### src/rtl/ysyx_23060136_axi_rd_arbiter.sv
// ysyx_23060136_axi_rd_arbiter
// N-client AXI4 read arbiter. Merges per-client read requests onto one AXI
// AR/R channel, using fixed-priority or round-robin grant. Each burst is
// streamed beat-by-beat to the granted client, with per-beat and sticky error
// reporting.
//
// Ports:
//   clk, rst                    clock; asynchronous active-low reset
//   req_valid/ready/addr/size/len  per-client request (client i at slice i)
//   rsp_valid/ready             per-client beat handshake
//   rsp_data/last/err           shared beat payload, last flag, beat error
//   io_master_ar*               AXI read-address channel
//   io_master_r*                AXI read-data channel
//   busy                        FSM not idle
//   err_sticky                  any beat error or stray beat since reset
module ysyx_23060136_axi_rd_arbiter #(
  parameter int NUM_CLIENTS = 2,
  parameter int ADDR_W      = 32,
  parameter int DATA_W      = 64,
  parameter int ARB_MODE    = 0,
  parameter int ARID        = 0
) (
  input  logic                          clk,
  input  logic                          rst,
  input  logic [NUM_CLIENTS-1:0]        req_valid,
  output logic [NUM_CLIENTS-1:0]        req_ready,
  input  logic [NUM_CLIENTS*ADDR_W-1:0] req_addr,
  input  logic [NUM_CLIENTS*3-1:0]      req_size,
  input  logic [NUM_CLIENTS*8-1:0]      req_len,
  output logic [NUM_CLIENTS-1:0]        rsp_valid,
  input  logic [NUM_CLIENTS-1:0]        rsp_ready,
  output logic [DATA_W-1:0]             rsp_data,
  output logic                          rsp_last,
  output logic                          rsp_err,
  output logic                          io_master_arvalid,
  input  logic                          io_master_arready,
  output logic [31:0]                   io_master_araddr,
  output logic [3:0]                    io_master_arid,
  output logic [7:0]                    io_master_arlen,
  output logic [2:0]                    io_master_arsize,
  output logic [1:0]                    io_master_arburst,
  input  logic                          io_master_rvalid,
  output logic                          io_master_rready,
  input  logic [63:0]                   io_master_rdata,
  input  logic [1:0]                    io_master_rresp,
  input  logic                          io_master_rlast,
  input  logic [3:0]                    io_master_rid,
  output logic                          busy,
  output logic                          err_sticky
);

  localparam int unsigned N     = NUM_CLIENTS;
  localparam int          IDX_W = (NUM_CLIENTS > 1) ? $clog2(NUM_CLIENTS) : 1;
  localparam logic [3:0]  C_ARID = 4'(ARID);

  typedef enum logic [1:0] {S_IDLE, S_ADDR, S_DATA} state_t;

  state_t             r_state;
  state_t             w_next;
  logic [IDX_W-1:0]   r_gnt;
  logic [IDX_W-1:0]   r_last;
  logic [ADDR_W-1:0]  r_addr;
  logic [2:0]         r_size;
  logic [7:0]         r_len;
  logic [7:0]         r_cnt;
  logic               r_err_sticky;

  logic               w_any;
  logic [IDX_W-1:0]   w_win;
  logic               w_req_hs;
  logic               w_ar_hs;
  logic               w_r_hs;
  logic               w_stray;
  logic               w_len_hit;

  // Winner selection. Round-robin searches upward from the slot after the
  // most recent grant, wrapping modulo N.
  always_comb begin
    w_any = 1'b0;
    w_win = '0;
    if (ARB_MODE == 0) begin
      for (int unsigned i = 0; i < N; i++) begin
        if (!w_any && req_valid[i]) begin
          w_any = 1'b1;
          w_win = IDX_W'(i);
        end
      end
    end else begin
      for (int unsigned k = 1; k <= N; k++) begin
        if (!w_any && req_valid[(32'(r_last) + k) % N]) begin
          w_any = 1'b1;
          w_win = IDX_W'((32'(r_last) + k) % N);
        end
      end
    end
  end

  always_comb begin
    w_next            = r_state;
    req_ready         = '0;
    rsp_valid         = '0;
    rsp_data          = '0;
    rsp_last          = 1'b0;
    rsp_err           = 1'b0;
    io_master_arvalid = 1'b0;
    io_master_rready  = 1'b0;
    w_req_hs          = 1'b0;
    w_ar_hs           = 1'b0;
    w_r_hs            = 1'b0;
    w_stray           = 1'b0;
    w_len_hit         = (r_cnt == r_len);
    unique case (r_state)
      S_IDLE: begin
        if (w_any) begin
          req_ready[w_win] = 1'b1;
          w_req_hs         = 1'b1;
          w_next           = S_ADDR;
        end
        // Beats arriving with no burst outstanding are drained and flagged.
        io_master_rready = io_master_rvalid;
        w_stray          = io_master_rvalid;
      end
      S_ADDR: begin
        io_master_arvalid = 1'b1;
        if (io_master_arready) begin
          w_ar_hs = 1'b1;
          w_next  = S_DATA;
        end
      end
      S_DATA: begin
        rsp_valid[r_gnt] = io_master_rvalid;
        io_master_rready = rsp_ready[r_gnt];
        rsp_data         = DATA_W'(io_master_rdata);
        if (io_master_rvalid) begin
          // rlast disagreeing with the beat count covers both early and
          // missing last; a missing last is forced so the client terminates.
          rsp_err  = (io_master_rresp != 2'b00) || (io_master_rid != C_ARID) ||
                     (io_master_rlast != w_len_hit);
          rsp_last = io_master_rlast || w_len_hit;
        end
        w_r_hs = io_master_rvalid && rsp_ready[r_gnt];
        if (w_r_hs && (io_master_rlast || w_len_hit)) begin
          w_next = S_IDLE;
        end
      end
      default: w_next = S_IDLE;
    endcase
  end

  always_ff @(posedge clk or negedge rst) begin
    if (!rst) begin
      r_state      <= S_IDLE;
      r_gnt        <= '0;
      r_last       <= IDX_W'(NUM_CLIENTS - 1);
      r_addr       <= '0;
      r_size       <= '0;
      r_len        <= '0;
      r_cnt        <= '0;
      r_err_sticky <= 1'b0;
    end else begin
      r_state <= w_next;
      if (w_req_hs) begin
        r_gnt  <= w_win;
        r_last <= w_win;
        r_addr <= req_addr[w_win*ADDR_W +: ADDR_W];
        r_size <= req_size[w_win*3 +: 3];
        r_len  <= req_len[w_win*8 +: 8];
      end
      if (w_ar_hs) begin
        r_cnt <= '0;
      end else if (w_r_hs) begin
        r_cnt <= r_cnt + 8'd1;
      end
      if (rsp_err || w_stray) begin
        r_err_sticky <= 1'b1;
      end
    end
  end

  assign io_master_araddr  = 32'(r_addr);
  assign io_master_arid    = C_ARID;
  assign io_master_arlen   = r_len;
  assign io_master_arsize  = r_size;
  assign io_master_arburst = 2'b01;
  assign busy              = (r_state != S_IDLE);
  assign err_sticky        = r_err_sticky;

endmodule

### config.mk
export PLATFORM = sky130hd
export DESIGN_NAME = ysyx_23060136_axi_rd_arbiter
export DESIGN_NICKNAME = d
export VERILOG_FILES = /design/src/rtl/ysyx_23060136_axi_rd_arbiter.sv
export SDC_FILE = /design/constraint.sdc
export NUM_CORES = 1
export LEC_CHECK = 0
export CAP_MARGIN = 5
export CORE_AREA = 2 2 111 113
export DETAILED_ROUTE_END_ITERATION = 8
export DIE_AREA = 0 0 113 115
export GPL_TIMING_DRIVEN = 0
export PLACE_DENSITY = 0.74
export SLEW_MARGIN = 20
export SYNTH_ARGS = -nofsm -noshare
export SYNTH_HDL_FRONTEND = slang
export SYNTH_SLANG_ARGS = --single-unit
### constraint.sdc
create_clock -name clk -period 4.1 [get_ports clk]
set_clock_uncertainty 0.05 [all_clocks]
set_input_delay 1.23 -clock clk [delete_from_list [all_inputs] [get_ports clk]]
set_output_delay 1.23 -clock clk [all_outputs]
set_load 0.05 [all_outputs]
# [After elaboration in Yosys (flattened, before gate mapping)]
# Index checks and enable logic that the tools add are counted.
[word_totals] output_inout_bits=123 register_bits=55 inputBits=165 word_cells=71
[classes] n_eq_ne=7 n_bitwise=1 n_mul=1 muxes=31 order_cmp=4 n_shift=3 n_reduce_logical=16 add_sub_neg=1
[op_table] op="$mux W64" count=1
[op_table] op="$shiftx A64 B7 Y32" count=1
[op_table] op="$mux W1" count=18
[op_table] op="$mux W8" count=2
[op_table] op="$shiftx A16 B5 Y8" count=1
[op_table] op="$mux W2" count=6
[op_table] op="$add A8 B1 Y8 const B" count=1
[op_table] op="$eq A8 B8 Y1" count=1
[op_table] op="$ne A2 B2 Y1 const B" count=3
[op_table] op="$pmux W2 S3" count=1
[op_table] op="$reduce_bool A2 Y1" count=3
[op_table] op="$shiftx A6 B4 Y3" count=1
[op_table] op="$logic_and A1 B1 Y1" count=5
[op_table] op="$logic_or A1 B1 Y1" count=4
[op_table] op="$lt A1 B2 Y1 const B" count=2
[op_table] op="$reduce_bool A4 Y1" count=1
[op_table] op="$mul A1 B2 Y3 const B" count=1
[op_table] op="$reduce_and A3 Y1" count=1
[op_table] op="$and A2 B2 Y2" count=1
[op_table] op="$demux W1 S1" count=2
[op_table] op="$eq A2 B1 Y1 const B" count=1
[op_table] op="$eq A2 B2 Y1 const B" count=1
[op_table] op="$ge A1 B1 Y1 const B" count=2
[op_table] op="$logic_not A2 Y1" count=1
[op_table] op="other kinds (3)" count=3

# [Depth between registers and ports, before layout]
# Gate-level depths: netlist of run 1.
[logic_depth] depth_word=10 depth_mapped=7 mapped_depth_nobuf=7

# [Worst setup path before layout of run 1]
# No wires, ideal clock.
[synth_path] kind="input port to output port" startpoint="in rsp_ready[1]" endpoint="out io_master_rready" t_required_ns=2.820 t_arrival_ns=2.737 slack_ns=0.083 cell_stages=3 n_path_buf=1 cell_sequence="mux2i_1 buf_2 a211oi_1"
[synth_via] elab_chain_cells=3
[synth_rtl] element="start, declared" line="31" source="input logic [NUM_CLIENTS-1:0] rsp_ready,"
[synth_rtl] element="$mux W1 (not written as such) (2 in a row)" line="132" source="io_master_rready = rsp_ready[r_gnt];"
[synth_rtl] element="$pmux W1 S2" line="112" source="unique case (r_state)"
[synth_rtl] element="end, declared" line="43" source="output logic io_master_rready,"
# No other way between the ends. The select of a mux whose other input is x is not followed.

# [Worst setup path after layout of run 1]
[layout_path] startpoint="in req_valid[0]" endpoint="out req_ready[0]"
[layout_via] elab_chain_cells=10 elab_cells_between_ends=12 cone_classes="2 x order compare; 7 x mux; 3 x reduce/logical"
[layout_rtl] element="start, declared" line="25" source="input logic [NUM_CLIENTS-1:0] req_valid,"
[layout_rtl] element="$mux W1 *" line="83" source="if (!w_any && req_valid[i]) begin"
[layout_rtl] element="$logic_not A1 Y1" line="83"
[layout_rtl] element="$logic_and A1 B1 Y1" line="83"
[layout_rtl] element="$mux W1" line="83"
[layout_rtl] element="$lt A1 B2 Y1 (not written as such) or $ge A1 B1 Y1 (tied branches)" line="115" source="req_ready[w_win] = 1'b1;"
[layout_rtl] element="$logic_and A1 B1 Y1 (not written as such)" line="115"
[layout_rtl] element="$mux W1 (not written as such)" line="115"
[layout_rtl] element="$demux W1 S1" line="115"
[layout_rtl] element="$mux W2 *" line="114" source="if (w_any) begin"
[layout_rtl] element="$mux W2 *" line="112"
[layout_rtl] element="end, declared" line="26" source="output logic [NUM_CLIENTS-1:0] req_ready,"
# Mark *: on every way between the ends. The rest lies on a longest branch, timed or not.

==> impl_metrics.toml, run 1 <==
[power_and_ir_drop]
power.density_nw_per_um2 = 696
vdd_drop_max_v = 0.000347
power_leakage_nw = 2.91
power_mw = 4.56

[global_route]
grt_use_total_pct = 22.8
grt_max_degree = 56
grt_pass1_wl_mm = 22.4
grt_overflow = 0
antenna_found_initial = 0
grt_pass1_vias = 3836

[floorplanning]
start_util_pct = 28.6
num_io_pins = 288
die_x_um = 113
design.die.area_sq_um = 13000
coreArea_sq_um = 11800
die_h_um = 115
rows = 40

[clock_tree]
cts_root_buf = "clkbuf_16"
cts_max_path_buffers = 2
htree_levels = 2
clk-insertion-delay-late_ps = 290
cts_tree = "yes"
cts_sinks = 55
cts_buffers = 5
clkTransAtPathRegs_ps = 70
postCtsSetupRepairBufs = 0

[synth]
synthArstFlopShare_pct = 100
synthAdderAreaFrac_pct = 0.742
synth_compound_area_share_pct = 9.94
ys_seq_area_share_pct = 40.8
synth_edf_count = 0
syn_area_sq_um = 3370
muxShareOfSynthArea_pct = 15.8
synth-seq-cells = 55
synth_top_family_by_area = "simple AND/OR/NAND/NOR gates"
synth_cell_types = 43
synthXorXnorAreaFrac_pct = 2.08
syn_avg_cell_area_sq_um = 9.61
syn_inst = 351
ys.flop_type = "dfrtp_1"
yosys.area_share.simple_pct = 20.4
ys_warn_count = 0

[timing]
fmax_ghz = 0.248
hold_viol_final = 0
tns_ps = 0
worstMarginPinSlew_ps = 710
period_needed_ps = 4030
drv_slew = 0
rsz0062_at_grt = "no"
finalCritPeriodShare_pct = 98.3
setup_violations = 0
slew_headroom_pct = 52.6
whs_ps = 448

[worst_setup_path]
cp.arrival_ps = 2750
crit_path_cell_trace = "clkdlybuf4s50_1, nor3b_4, buf_2, clkdlybuf4s15_2"
path_buf_inv = 3
path_delay_family = "buffers and inverters"
crit_type = "in -> out"
critPathMaxFanout = 10
required_ps = 2820
end_kind = "output pin"
critPathLaunchType = "primary input"
cpMaxStageDelayCell = "clkdlybuf4s50_1"
max_stage_delay_ps = 530

[outcome]
violations = "design-rule violations"
status = "finished with violations"

[routing]
final_antenna_net_count = 0
drtIter0Drc = 207
drc = 20
wl_per_cell_um = 19.5
vias = 3669
totalWireLength_mm = 15.4
dr.pass1.iters = 6
viasPerCell = 4.65

[finish]
num-nets-final = 809
layout_common_cells = "266 x clkdlybuf4s50_1, 65 x and2_1, 55 x dfrtp_1"
post-route-util_pct = 55.5
diodes = 0
final_common_cell = "clkdlybuf4s50_1"
area_growth_pct = 94.2
drive_gt1_share_pct = 7.32

[place]
io_buffers = 281
hpwl_mm = 12.6
place_congestion = 0.939

[job]
max-cap-violations = 0

[worst_hold_path]
hp-class = "reg -> reg"
-- cell usage after synthesis, drive strengths merged (2+ instances only) --
master	number	area (sq um)
or3	2	12.5
clkbuf	6	22.5
buf	24	159
a21oi	6	30.0
or4	2	15.0
nand2	7	26.3
nand4	2	12.5
mux2	10	113
nand2b	3	18.8
ha	2	25.0
and2	65	407
conb	2	7.51
o21ai	4	20.0
inv	42	158
nand3b	2	27.5
dfrtp	55	1380
o22ai	38	238
nor2	5	21.3
nor2b	2	12.5
nor3b	2	20.0
nor4	4	31.3
nor3	3	15.0
nand3	3	15.0
mux2i	42	420
xor2	8	70.1
-- cell families (layout without fill, tap and decap cells) --
family                     after synthesis  after routing
AOI/OAI and AO/OA                       54             54
other                                    2              6
adders and majority gates                2              2
muxes                                   52             52
xor gates and xnor gates                 8              8
buffers and inverters                   72            359
DFF                                     55             55
and+or+nand+nor                        106            106
-- flip-flops by register name, indices dropped and copies added (netlist names) --
name,count
io_master_arsize,3
r_gnt,1
r_state,2
r_cnt,8
io_master_arlen,8
err_sticky,1
io_master_araddr,32
-- metal layers --
| layer | up-vias | part of all wire [%] | wire length [um] | GRT usage (%) |
|---|---|---|---|---|
| li1 | 1756 | - | - | - |
| met1 | 1718 | 39 | 6000 | 26.9 |
| met2 | 178 | 48 | 7420 | 39.4 |
| met3 | 17 | 10 | 1550 | 7.59 |
| met4 | 0 | 2.7 | 419 | 7.56 |
| met5 | - | 0 | 0 | 0 |
-- worst reg2reg max path: cells and delay by family (launching register included) --
family	cells	cell delay, ps
AO/OA/AOI/OAI	1	250
XOR/XNOR	1	190
adder cells (fa/ha/maj)	1	280
flip-flops	1	450
AND/OR/NAND/NOR	4	790
-- worst paths after layout --
path	start	endpoint	slack, ps	depth (start not counted)
worst max register to register	r_cnt[3]	err_sticky	1990	7
worst max-delay path	req_valid[0]	req_ready[0]	70	4
worst min register to register	io_master_araddr[16]	io_master_araddr[16]	450	1
min in group asynchronous	rst	io_master_arsize[2]	940	1
max in group asynchronous	rst	r_state[0]	2600	1
worst min-delay path	io_master_araddr[16]	io_master_araddr[16]	450	1
-- power by group --
part / switching [mW] / leakage (nW) / internal (mW)
logic: 2.05 / 2.16 / 1.13
clock network: 0.200 / 0.0733 / 0.243
registers: 0.163 / 0.680 / 0.776
total: 2.42 / 2.91 / 2.15
-- what timing repair did --
item,4_1_cts,5_1_grt
hold buffers,0,0
gates resized for setup,24,11
setup endpoints to repair,8,11
-- area by class of cell --
class	instances	area (sq um)
clock buffers	6	139
multi-input cells	228	1680
inverters	42	158
well taps	147	184
repair buffers	281	2820
plain buffers	29	184
clock inverters	1	8.76
flip-flops and latches	55	1380
fillers	1062	5260
-- per-stage QoR --
| stage | setup WS (ps) | area (sq um) | instances |
|---|---|---|---|
| detailed placement | -714 | 6380 | 783 |
| finish | 71.0 | 6550 | 789 |
| global placement | -728 | 6390 | 783 |
| CTS | 0.225 | 6540 | 790 |
| floorplan | 83.5 | 3390 | 355 |
| global route | 2.09 | 6550 | 789 |
No activity file was read; power rests on OpenSTA's default activity.
==> inputs of run 2 (changes only) <==
==> constraint.sdc (replaced) <==
create_clock -name clk -period 4.1 [get_ports clk]
set_clock_uncertainty 0.05 [all_clocks]
set_input_delay 0.615 -clock clk [delete_from_list [all_inputs] [get_ports clk]]
set_output_delay 0.615 -clock clk [all_outputs]
set_load 0.05 [all_outputs]
==> run 2 against run 1 <==
Against the previous run: the flow still finishes with violations (design-rule violations); final cell count increased by 0.13%; global-route usage about the same; register-to-register slack about the same; critical path depth increased by 3; critical endpoint is now req_ready[1]; critical path type unchanged; wire length increased by 0.46%; via count increased by 0.49%; setup slack improved by 460 ps; clock power about the same; die area unchanged; sequential cell count unchanged; largest power group unchanged; power increased by 0.14%; first-iteration DRC count increased by 14%.
==> impl_metrics.toml, run 2 (same netlist as run 1, synthesis figures left out) <==
[clock_tree]
cts_max_path_buffers = 2
postCtsSetupRepairBufs = 0
htree_levels = 2
cts_sinks = 55
cts_tree = "yes"
clkTransAtPathRegs_ps = 70
post_cts_resized = 0
postCtsHoldBufs = 0
clk-insertion-delay-late_ps = 290
cts_root_buf = "clkbuf_16"
cts_buffers = 5

[floorplanning]
die_x_um = 113
num_io_pins = 288
coreArea_sq_um = 11800
start_util_pct = 28.6
design.die.area_sq_um = 13000
rows = 40
die_h_um = 115

[finish]
post-route-util_pct = 55.3
num-nets-final = 810
area_growth_pct = 93.5
largest_reg_flops = 32
final_common_cell = "clkdlybuf4s50_1"
drive_gt1_share_pct = 6.53
fill_cells = 1068
diodes = 0
layout_common_cells = "280 x clkdlybuf4s50_1, 65 x and2_1, 55 x dfrtp_1"
fin_area_sq_um = 6530

[place]
pre_cts_slack_ps = 516
placed_area_sq_um = 6380
hpwl_mm = 12.6
io_buffers = 281
place_congestion = 0.939

[routing]
final_antenna_net_count = 0
vias = 3687
wl_per_cell_um = 19.6
drtIter0Drc = 237
viasPerCell = 4.67
drc = 20
dr.pass1.iters = 6
totalWireLength_mm = 15.5

[timing]
drv_slew = 0
tns_ps = 0
setup_violations = 0
slew_headroom_pct = 51.3
hold_viol_final = 0
finalCritPeriodShare_pct = 86.9
period_needed_ps = 3560
whs_ps = 335
worstMarginPinSlew_ps = 730
fmax_ghz = 0.281
rsz0062_at_grt = "no"
setup_ws_ps = 536

[global_route]
grt_overflow = 0
grt_max_degree = 56
grt_pass1_wl_mm = 22.4
grt_pass1_vias = 3817
grt_use_total_pct = 22.8
antenna_found_initial = 0

[power_and_ir_drop]
power.internal_mw = 2.15
p_sw_share_pct = 52.9
power_frac_seq_pct = 20.5
switchingPower_mw = 2.42
power_frac_comb_pct = 69.7
vdd_drop_max_v = 0.000353
p_clk_share_pct = 9.7
power.density_nw_per_um2 = 700
power_leakage_nw = 2.79

[worst_setup_path]
required_ps = 3430
crit_type = "in -> out"
critPathMaxFanout = 10
end_kind = "output pin"
critPathLaunchType = "primary input"
rrSetupSlack_ps = 1990
cp.arrival_ps = 2900

[job]
max-cap-violations = 0

[outcome]
status = "finished with violations"
violations = "design-rule violations"

[worst_hold_path]
hp-class = "in -> async"
[run 2: cell types whose count changed in the layout (fill, tap and decap cells not counted), moves of 2 or more]
cell             delta
clkdlybuf4s50_1    +14
dlymetal6s2s_1      -6
clkdlybuf4s15_2     -3
buf_6               -2
dlygate4sd2_1       -2
[run 2: power groups by stage]
stage	logic, mW	clock network, mW	registers (mW)
finish	3.19	0.445	0.938
global placement	3.17	0	0.933
detailed placement	3.20	0	0.949
global route	3.33	0.476	0.969
CTS	3.21	0.456	0.941
floorplan	1.31	0	1.66
[run 2: path summary, 6_finish.rpt]
| kind | startpoint | to | cells after the start |
|---|---|---|---|
| max in group asynchronous | rst | io_master_araddr[14] | 1 |
| hold / removal | rst | io_master_arsize[2] | 1 |
| setup reg to reg | r_cnt[3] | err_sticky | 7 |
| setup / recovery | req_valid[1] | req_ready[1] | 7 |
| min in group clk | io_master_araddr[16] | io_master_araddr[16] | 1 |
| hold reg to reg | io_master_araddr[16] | io_master_araddr[16] | 1 |
[run 2: final cells by class]
cell class | instances | area [sq um] | share of cell area [%]
Buffer | 30 | 181 | 2.78
Clock buffer | 6 | 139 | 2.13
Clock inverter | 1 | 8.76 | 0.134
Inverter | 42 | 158 | 2.41
Multi-Input combinational cell | 228 | 1670 | 25.6
Sequential cell | 55 | 1380 | 21.1
Tap cell | 147 | 184 | 2.82
Timing Repair Buffer | 281 | 2810 | 43.0
[run 2: through the flow]
step	power, mW	std cells
after floorplan	2.97	355
after global placement	4.11	783
after detailed placement	4.15	783
after CTS	4.61	790
after global routing	4.78	790
final	4.57	790
[run 2: worst max-delay path: stages]
cell and delay, ps:
clkdlybuf4s50_1 490, nor2b_1 130, buf_2 270, buf_4 230, buf_4 200, and2_1 140
clkdlybuf4s50_1 810
[run 2: metal layers]
| layer | vias up | track usage, % | share of wire, % |
|---|---|---|---|
| met5 | - | 0 | 0 |
| met2 | 190 | 39.2 | 48 |
| met3 | 19 | 7.59 | 10 |
| met4 | 0 | 7.56 | 3.0 |
| met1 | 1719 | 26.9 | 40 |
| li1 | 1759 | - | - |
